[config.mk]
export PLATFORM = sky130hd
export DESIGN_NAME = ysyx_22051468_branch_ctrl_flat
export DESIGN_NICKNAME = d
export VERILOG_FILES = /design/src/rtl/ysyx_22051468_branch_ctrl_if.sv /design/src/rtl/ysyx_22051468_branch_ctrl.sv /design/src/flat_wrapper.sv
export SDC_FILE = /design/constraint.sdc
export NUM_CORES = 2
export LEC_CHECK = 0
export BUFFER_PORTS_ARGS = -buffer_cell sky130_fd_sc_hd__buf_4
export CORE_MARGIN = 1
export CORE_UTILIZATION = 45
export DETAILED_ROUTE_END_ITERATION = 8
export HOLD_SLACK_MARGIN = 0.03
export PLACE_DENSITY = 0.63
export RECOVER_POWER = 50
export SETUP_SLACK_MARGIN = 0.1
export SLEW_MARGIN = 20
export SYNTH_ARGS = -nofsm -noshare
export SYNTH_HDL_FRONTEND = slang
export SYNTH_SLANG_ARGS = --single-unit
[constraint.sdc]
create_clock -name clk -period 4.3 [get_ports clk]
set_input_delay 0.215 -clock clk [delete_from_list [all_inputs] [get_ports clk]]
set_output_delay 0.215 -clock clk [all_outputs]
set_load 0.01 [all_outputs]
[src/rtl/ysyx_22051468_branch_ctrl_if.sv]
// Request, redirect, response and statistics signals of the branch unit.
// The master side issues branches and the slave side resolves them.
interface ysyx_22051468_branch_ctrl_if #(
  parameter int WIDTH = 64
);
  logic             in_valid;
  logic             in_ready;
  logic [WIDTH-1:0] pc;
  logic [WIDTH-1:0] op_1;
  logic [WIDTH-1:0] op_2;
  logic [WIDTH-1:0] imm;
  logic [2:0]       br_type;
  logic             pred_taken;
  logic [WIDTH-1:0] pred_target;
  logic             redirect_valid;
  logic             redirect_ready;
  logic [WIDTH-1:0] redirect_pc;
  logic             resp_valid;
  logic             resp_ready;
  logic             resp_taken;
  logic [WIDTH-1:0] resp_link;
  logic             resp_mispred;
  logic             kill;
  logic             clr_cnt;
  logic [31:0]      br_cnt;
  logic [31:0]      mis_cnt;

  modport master (
    output in_valid, pc, op_1, op_2, imm, br_type, pred_taken, pred_target,
    output redirect_ready, resp_ready, kill, clr_cnt,
    input  in_ready, redirect_valid, redirect_pc,
    input  resp_valid, resp_taken, resp_link, resp_mispred, br_cnt, mis_cnt
  );

  modport slave (
    input  in_valid, pc, op_1, op_2, imm, br_type, pred_taken, pred_target,
    input  redirect_ready, resp_ready, kill, clr_cnt,
    output in_ready, redirect_valid, redirect_pc,
    output resp_valid, resp_taken, resp_link, resp_mispred, br_cnt, mis_cnt
  );
endinterface

[src/rtl/ysyx_22051468_branch_ctrl.sv]
// Branch resolution unit: accepts one branch, evaluates it in a single cycle,
// optionally redirects fetch on a mispredict, then reports the result to writeback.
module ysyx_22051468_branch_ctrl #(
  parameter int WIDTH = 64
) (
  input logic clk,
  input logic rst_n,
  ysyx_22051468_branch_ctrl_if.slave bus
);
  typedef enum logic [1:0] {IDLE, EVAL, REDIR, RESP} state_e;

  state_e           state_q, state_d;
  logic [WIDTH-1:0] pc_q, op1_q, op2_q, imm_q, pred_target_q;
  logic [2:0]       type_q;
  logic             pred_taken_q;
  logic             taken_q, mispred_q;
  logic [WIDTH-1:0] link_q, next_pc_q;
  logic [31:0]      br_cnt_q, br_cnt_d, mis_cnt_q, mis_cnt_d;

  logic             accept, redir_hs, resp_hs;
  logic             taken_c, mispred_c;
  logic [WIDTH-1:0] target_c, link_c, next_pc_c;

  always_comb begin
    taken_c = 1'b0;
    case (type_q)
      3'd0:    taken_c = (op1_q == op2_q);
      3'd1:    taken_c = (op1_q != op2_q);
      3'd2:    taken_c = ($signed(op1_q) < $signed(op2_q));
      3'd3:    taken_c = !($signed(op1_q) < $signed(op2_q));
      3'd4:    taken_c = (op1_q < op2_q);
      3'd5:    taken_c = !(op1_q < op2_q);
      default: taken_c = 1'b1;
    endcase
    target_c = pc_q + imm_q;
    if (type_q == 3'd7) begin
      target_c    = op1_q + imm_q;
      target_c[0] = 1'b0;
    end
    link_c    = pc_q + WIDTH'(4);
    next_pc_c = taken_c ? target_c : link_c;
    mispred_c = (taken_c != pred_taken_q) |
                (taken_c & pred_taken_q & (target_c != pred_target_q));
  end

  always_comb begin
    state_d  = state_q;
    accept   = 1'b0;
    redir_hs = 1'b0;
    resp_hs  = 1'b0;
    case (state_q)
      IDLE: if (bus.in_valid) begin
        accept  = 1'b1;
        state_d = EVAL;
      end
      EVAL: state_d = mispred_c ? REDIR : RESP;
      REDIR: if (bus.redirect_ready) begin
        redir_hs = 1'b1;
        state_d  = RESP;
      end
      RESP: if (bus.resp_ready) begin
        resp_hs = 1'b1;
        state_d = IDLE;
      end
      default: state_d = IDLE;
    endcase
    // A flush from an older instruction cancels whatever would complete this cycle.
    if (bus.kill) begin
      state_d  = IDLE;
      accept   = 1'b0;
      redir_hs = 1'b0;
      resp_hs  = 1'b0;
    end
  end

  always_comb begin
    br_cnt_d  = br_cnt_q;
    mis_cnt_d = mis_cnt_q;
    if (bus.clr_cnt) begin
      br_cnt_d  = '0;
      mis_cnt_d = '0;
    end else begin
      if (resp_hs && br_cnt_q != 32'hFFFF_FFFF)   br_cnt_d  = br_cnt_q + 32'd1;
      if (redir_hs && mis_cnt_q != 32'hFFFF_FFFF) mis_cnt_d = mis_cnt_q + 32'd1;
    end
  end

  always_ff @(posedge clk) begin
    if (!rst_n) begin
      state_q       <= IDLE;
      pc_q          <= '0;
      op1_q         <= '0;
      op2_q         <= '0;
      imm_q         <= '0;
      type_q        <= '0;
      pred_taken_q  <= 1'b0;
      pred_target_q <= '0;
      taken_q       <= 1'b0;
      mispred_q     <= 1'b0;
      link_q        <= '0;
      next_pc_q     <= '0;
      br_cnt_q      <= '0;
      mis_cnt_q     <= '0;
    end else begin
      state_q   <= state_d;
      br_cnt_q  <= br_cnt_d;
      mis_cnt_q <= mis_cnt_d;
      if (accept) begin
        pc_q          <= bus.pc;
        op1_q         <= bus.op_1;
        op2_q         <= bus.op_2;
        imm_q         <= bus.imm;
        type_q        <= bus.br_type;
        pred_taken_q  <= bus.pred_taken;
        pred_target_q <= bus.pred_target;
      end
      if (state_q == EVAL && !bus.kill) begin
        taken_q   <= taken_c;
        mispred_q <= mispred_c;
        link_q    <= link_c;
        next_pc_q <= next_pc_c;
      end
    end
  end

  // Outputs are forced quiet while reset is held, even though the FSM already sits in IDLE.
  assign bus.in_ready       = rst_n & (state_q == IDLE);
  assign bus.redirect_valid = rst_n & (state_q == REDIR);
  assign bus.redirect_pc    = rst_n ? next_pc_q : '0;
  assign bus.resp_valid     = rst_n & (state_q == RESP);
  assign bus.resp_taken     = rst_n & taken_q;
  assign bus.resp_link      = rst_n ? link_q : '0;
  assign bus.resp_mispred   = rst_n & mispred_q;
  assign bus.br_cnt         = rst_n ? br_cnt_q : '0;
  assign bus.mis_cnt        = rst_n ? mis_cnt_q : '0;
endmodule

[src/flat_wrapper.sv]
// flat-port wrapper written by rule: the top's interface ports become plain ports
module ysyx_22051468_branch_ctrl_flat 
#(
  parameter int WIDTH = 64
)
  (clk, rst_n, bus_in_valid, bus_pc, bus_op_1, bus_op_2, bus_imm, bus_br_type, bus_pred_taken, bus_pred_target, bus_redirect_ready, bus_resp_ready, bus_kill, bus_clr_cnt, bus_in_ready, bus_redirect_valid, bus_redirect_pc, bus_resp_valid, bus_resp_taken, bus_resp_link, bus_resp_mispred, bus_br_cnt, bus_mis_cnt);
  ysyx_22051468_branch_ctrl_if #(.WIDTH(WIDTH)) bus_i ();
  input logic clk;
  input logic rst_n;
  input wire logic [$bits(bus_i.in_valid)-1:0] bus_in_valid;
  input wire logic [$bits(bus_i.pc)-1:0] bus_pc;
  input wire logic [$bits(bus_i.op_1)-1:0] bus_op_1;
  input wire logic [$bits(bus_i.op_2)-1:0] bus_op_2;
  input wire logic [$bits(bus_i.imm)-1:0] bus_imm;
  input wire logic [$bits(bus_i.br_type)-1:0] bus_br_type;
  input wire logic [$bits(bus_i.pred_taken)-1:0] bus_pred_taken;
  input wire logic [$bits(bus_i.pred_target)-1:0] bus_pred_target;
  input wire logic [$bits(bus_i.redirect_ready)-1:0] bus_redirect_ready;
  input wire logic [$bits(bus_i.resp_ready)-1:0] bus_resp_ready;
  input wire logic [$bits(bus_i.kill)-1:0] bus_kill;
  input wire logic [$bits(bus_i.clr_cnt)-1:0] bus_clr_cnt;
  output wire logic [$bits(bus_i.in_ready)-1:0] bus_in_ready;
  output wire logic [$bits(bus_i.redirect_valid)-1:0] bus_redirect_valid;
  output wire logic [$bits(bus_i.redirect_pc)-1:0] bus_redirect_pc;
  output wire logic [$bits(bus_i.resp_valid)-1:0] bus_resp_valid;
  output wire logic [$bits(bus_i.resp_taken)-1:0] bus_resp_taken;
  output wire logic [$bits(bus_i.resp_link)-1:0] bus_resp_link;
  output wire logic [$bits(bus_i.resp_mispred)-1:0] bus_resp_mispred;
  output wire logic [$bits(bus_i.br_cnt)-1:0] bus_br_cnt;
  output wire logic [$bits(bus_i.mis_cnt)-1:0] bus_mis_cnt;
  assign bus_i.in_valid = bus_in_valid;
  assign bus_i.pc = bus_pc;
  assign bus_i.op_1 = bus_op_1;
  assign bus_i.op_2 = bus_op_2;
  assign bus_i.imm = bus_imm;
  assign bus_i.br_type = bus_br_type;
  assign bus_i.pred_taken = bus_pred_taken;
  assign bus_i.pred_target = bus_pred_target;
  assign bus_i.redirect_ready = bus_redirect_ready;
  assign bus_i.resp_ready = bus_resp_ready;
  assign bus_i.kill = bus_kill;
  assign bus_i.clr_cnt = bus_clr_cnt;
  assign bus_in_ready = bus_i.in_ready;
  assign bus_redirect_valid = bus_i.redirect_valid;
  assign bus_redirect_pc = bus_i.redirect_pc;
  assign bus_resp_valid = bus_i.resp_valid;
  assign bus_resp_taken = bus_i.resp_taken;
  assign bus_resp_link = bus_i.resp_link;
  assign bus_resp_mispred = bus_i.resp_mispred;
  assign bus_br_cnt = bus_i.br_cnt;
  assign bus_mis_cnt = bus_i.mis_cnt;
  ysyx_22051468_branch_ctrl #(.WIDTH(WIDTH)) u_core (.clk(clk), .rst_n(rst_n), .bus(bus_i));
endmodule
==> out/qor.yml <==
cells_and_area:
  fin_cells: 7212
  drive_gt1_share_pct: 24.0
  areaGrowthSynthToFinish_pct: 44.0
  design_area_um2: 51200
  layout_common_cells: "buf_4, nand2_1, dfxtp_1"
  final_util_pct: 65.7
  fin_nets: 6657
  layout_commonest_cell: "buf_4"
global_route:
  grt_max_degree: 250
  grt_util_all_layers_pct: 35.8
  grt_antenna_before_repair: 3
  grt_pass1_wl_mm: 225
  grt_pass1_vias: 38046
  grt_overflow: 0
place:
  hpwlAfterDp_mm: 114
  gp_congestion: 1.00
  numPortBuffers: 527
  post-place-ws_ps: -764
  dp_cells: 6758
  placed_area_um2: 45500
synthesis:
  synth-seq-cells: 520
  syn-num-nets: 5286
  synthFlopType: "dfxtp_1"
  syn_inst: 4755
  syn-cell-area_um2: 35500
  yosys-top-cells-area: "dfxtp_1, nand2_1, ha_1"
  async_flop_share_pct: 0
  ys_seq_area_share_pct: 29.3
  yosysTopAreaCell: "dfxtp_1"
  yosys.area.top_type_share_pct: 29.3
  yosysWarnings: 0
  synth.distinct_cells: 107
  synth_edf_count: 0
  synth_area_per_cell_um2: 7.48
sta:
  tightest_slew_ps: 3310
  finalWorstSetupSlack_ps: -158
  holdWs_ps: 136
  finalMaxSlewViolations: 514
  setup_viol: 2
  slew_headroom_pct: -120
  finalCriticalPeriod_ps: 4460
  finalHoldViolCount: 0
  skew_ps: 18.3
  finalCritPeriodShare_pct: 104
  rsz0062_at_grt: "yes"
  max_clock_freq_mhz: 224
detailed_routing:
  post_drt_wl_per_cell_um: 20.7
  drc: 0
  first_pass_iters: 5
  drtIter0Drc: 3665
  viasPerCell: 5.55
  vias: 39999
  wirelength_mm: 149
  ant_nets: 0
critical_path:
  critical_path_class: "register to register"
  cp.depth: 18
  r2r_end: "u_core.state_q[0]$_SDFFE_PP0P_"
  reg2reg_slack_ps: -160
  r2r_start: "u_core.imm_q[2]$_SDFFE_PN0P_"
  worstSetupStartpointType: "register"
  cp_top_family: "compound AO/OA/AOI/OAI gates"
  critPathBufInv: 3
  worstPathArrival_ps: 4980
  endpoint_kind: "register"
  ff2ff_path_depth: 18
  crit_path_end: "u_core.state_q[0]$_SDFFE_PP0P_"
  critPathMaxStageDelay_ps: 760
  startpoint: "u_core.imm_q[2]$_SDFFE_PN0P_"
  cp_max_fo: 5
  critPathSlowestCell: "o41ai_1"
  worstPathCellList: "ha_1 -> nand4_1 -> buf_4 -> nand2_1 -> a21o_1 -> o211ai_1 -> a21oi_1 -> buf_4 -> nor2_1 -> o41ai_1 -> o21a_1 -> o221ai_1 -> nor4_1 -> nand4_1 -> o41ai_2 -> buf_4 -> a31oi_4 -> nor4_2"
  worstPathRequired_ps: 4830
  cpMostUsedCell: "buf_4"
cts:
  cts_buffer_depth: 3
  path_clk_slew_ps: 60
  cts_root_buf: "clkbuf_16"
  clock_latency_ps: 620
  numCtsBuffers: 57
  cts.sinks: 520
  h-tree-depth: 2
  cts_tree: "done"
status:
  violations: "max-capacitance violations, max-slew violations, negative setup slack"
  status: "finished, violations left"
min_path:
  hold_start: "bus_redirect_ready"
  hp-class: "input pin to register"
floorplan:
  die_h_um: 283
  ios: 528
  initial_utilization_pct: 45.7
  rows: 102
  die_w_um: 283
  coreArea_um2: 77800
  dieArea_um2: 80100
power_and_ir_drop:
  p_leak_nw: 22.3
  vdd_drop_max_v: 0.000260
  powerDensity_nw_per_um2: 266
flow_run:
  drv_cap: 3
-- report_power, final --
group          internal [mW]  switching, mW
registers               5.02          0.223
logic                   1.56           1.72
clock network           2.99           2.10
total                   9.57           4.04
-- routing by layer --
metal	part of all wire [%]	vias up	GRT usage, %
li1	-	19316	-
met1	46	18941	50.8
met5	0.017	-	0
met2	44	1507	55.8
met4	2.8	4	9.91
met3	7.5	231	5.40
-- layout make-up --
type / instances / area, µm²
tap: 1040 / 1300
clock inverter: 24 / 307
inverter: 112 / 427
clock buffer: 79 / 1620
fill: 6705 / 26700
multi-input combinational: 3818 / 24100
sequential: 520 / 10400
timing repair buffer: 1617 / 13000
antenna: 2 / 5.00
-- repair_timing --
item | in CTS | in global routing
resized for setup | 85 | 42
hold buffers | 328 | 0
endpoints found under the setup margin | 2 | 10
hold endpoints to repair | 327 | 0
setup buffers | 14 | 7
pin swaps | 37 | 19
-- worst register-to-register path, stage by stage (launching register included) --
cell	delay, ps
dfxtp_1	360
ha_1	440
nand4_1	210
buf_4	190
nand2_1	90
a21o_1	230
o211ai_1	200
a21oi_1	200
buf_4	150
nor2_1	50
o41ai_1	760
o21a_1	190
o221ai_1	120
nor4_1	290
nand4_1	220
o41ai_2	260
buf_4	190
a31oi_4	80
nor4_2	140
-- registers in the layout (all words and copies together), names as in the netlist, 2 cells and up --
register / cells
u_core.next_pc_q: 64
u_core.imm_q: 64
u_core.mis_cnt_q: 32
u_core.pred_target_q: 64
u_core.op1_q: 64
u_core.link_q: 64
u_core.type_q: 3
u_core.state_q: 2
u_core.op2_q: 64
u_core.pc_q: 64
u_core.br_cnt_q: 32
-- synthesized netlist by cell type, types with 34 or more instances --
library cell	count
a211oi_1	44
a21boi_0	269
a21o_1	65
a21oi_1	344
and2_1	221
and3_1	41
buf_2	43
clkbuf_1	238
dfxtp_1	520
ha_1	198
inv_1	110
mux2i_1	44
nand2_1	1052
nand2b_1	36
nand3_1	86
nand4_1	101
nor2_1	272
nor3_1	77
o211a_1	44
o211ai_1	62
o21ai_0	138
o21ai_1	34
xnor2_1	131
xor2_1	149
-- through the flow --
| stage | setup TNS (ps) | total power, mW |
|---|---|---|
| 6_report | -205 | 13.6 |
| 5_1_grt | -12410 | 14.1 |
| 4_1_cts | -36.3 | 13.5 |
| 3_5_place_dp | -1320 | 8.19 |
| 3_3_place_gp | -1070 | 8.17 |
| 2_1_floorplan | 0 | 6.71 |
-- worst min-delay path by stage --
stage,end,slack [ps],cells past startpoint
floorplan,u_core.imm_q[56]$_SDFFE_PN0P_,350,2
global placement,u_core.next_pc_q[44]$_SDFFE_PN0P_,440,2
detailed placement,u_core.next_pc_q[46]$_SDFFE_PN0P_,440,2
CTS,u_core.mis_cnt_q[2]$_SDFFE_PP0P_,90,6
global route,u_core.mis_cnt_q[2]$_SDFFE_PP0P_,160,6
finish,u_core.mis_cnt_q[2]$_SDFFE_PP0P_,140,6
-- logic make-up after synthesis --
family,Yosys count,synth area share [%]
multiplexers,47,1.33
buffers and inverters,417,4.57
AND/OR/NAND/NOR,2037,26.4
flip-flops,520,29.3
adder cells (fa/ha/maj),200,7.08
AO/OA/AOI/OAI,1247,24.0
XOR/XNOR,287,7.35
Power figures use the tool's default switching activity.
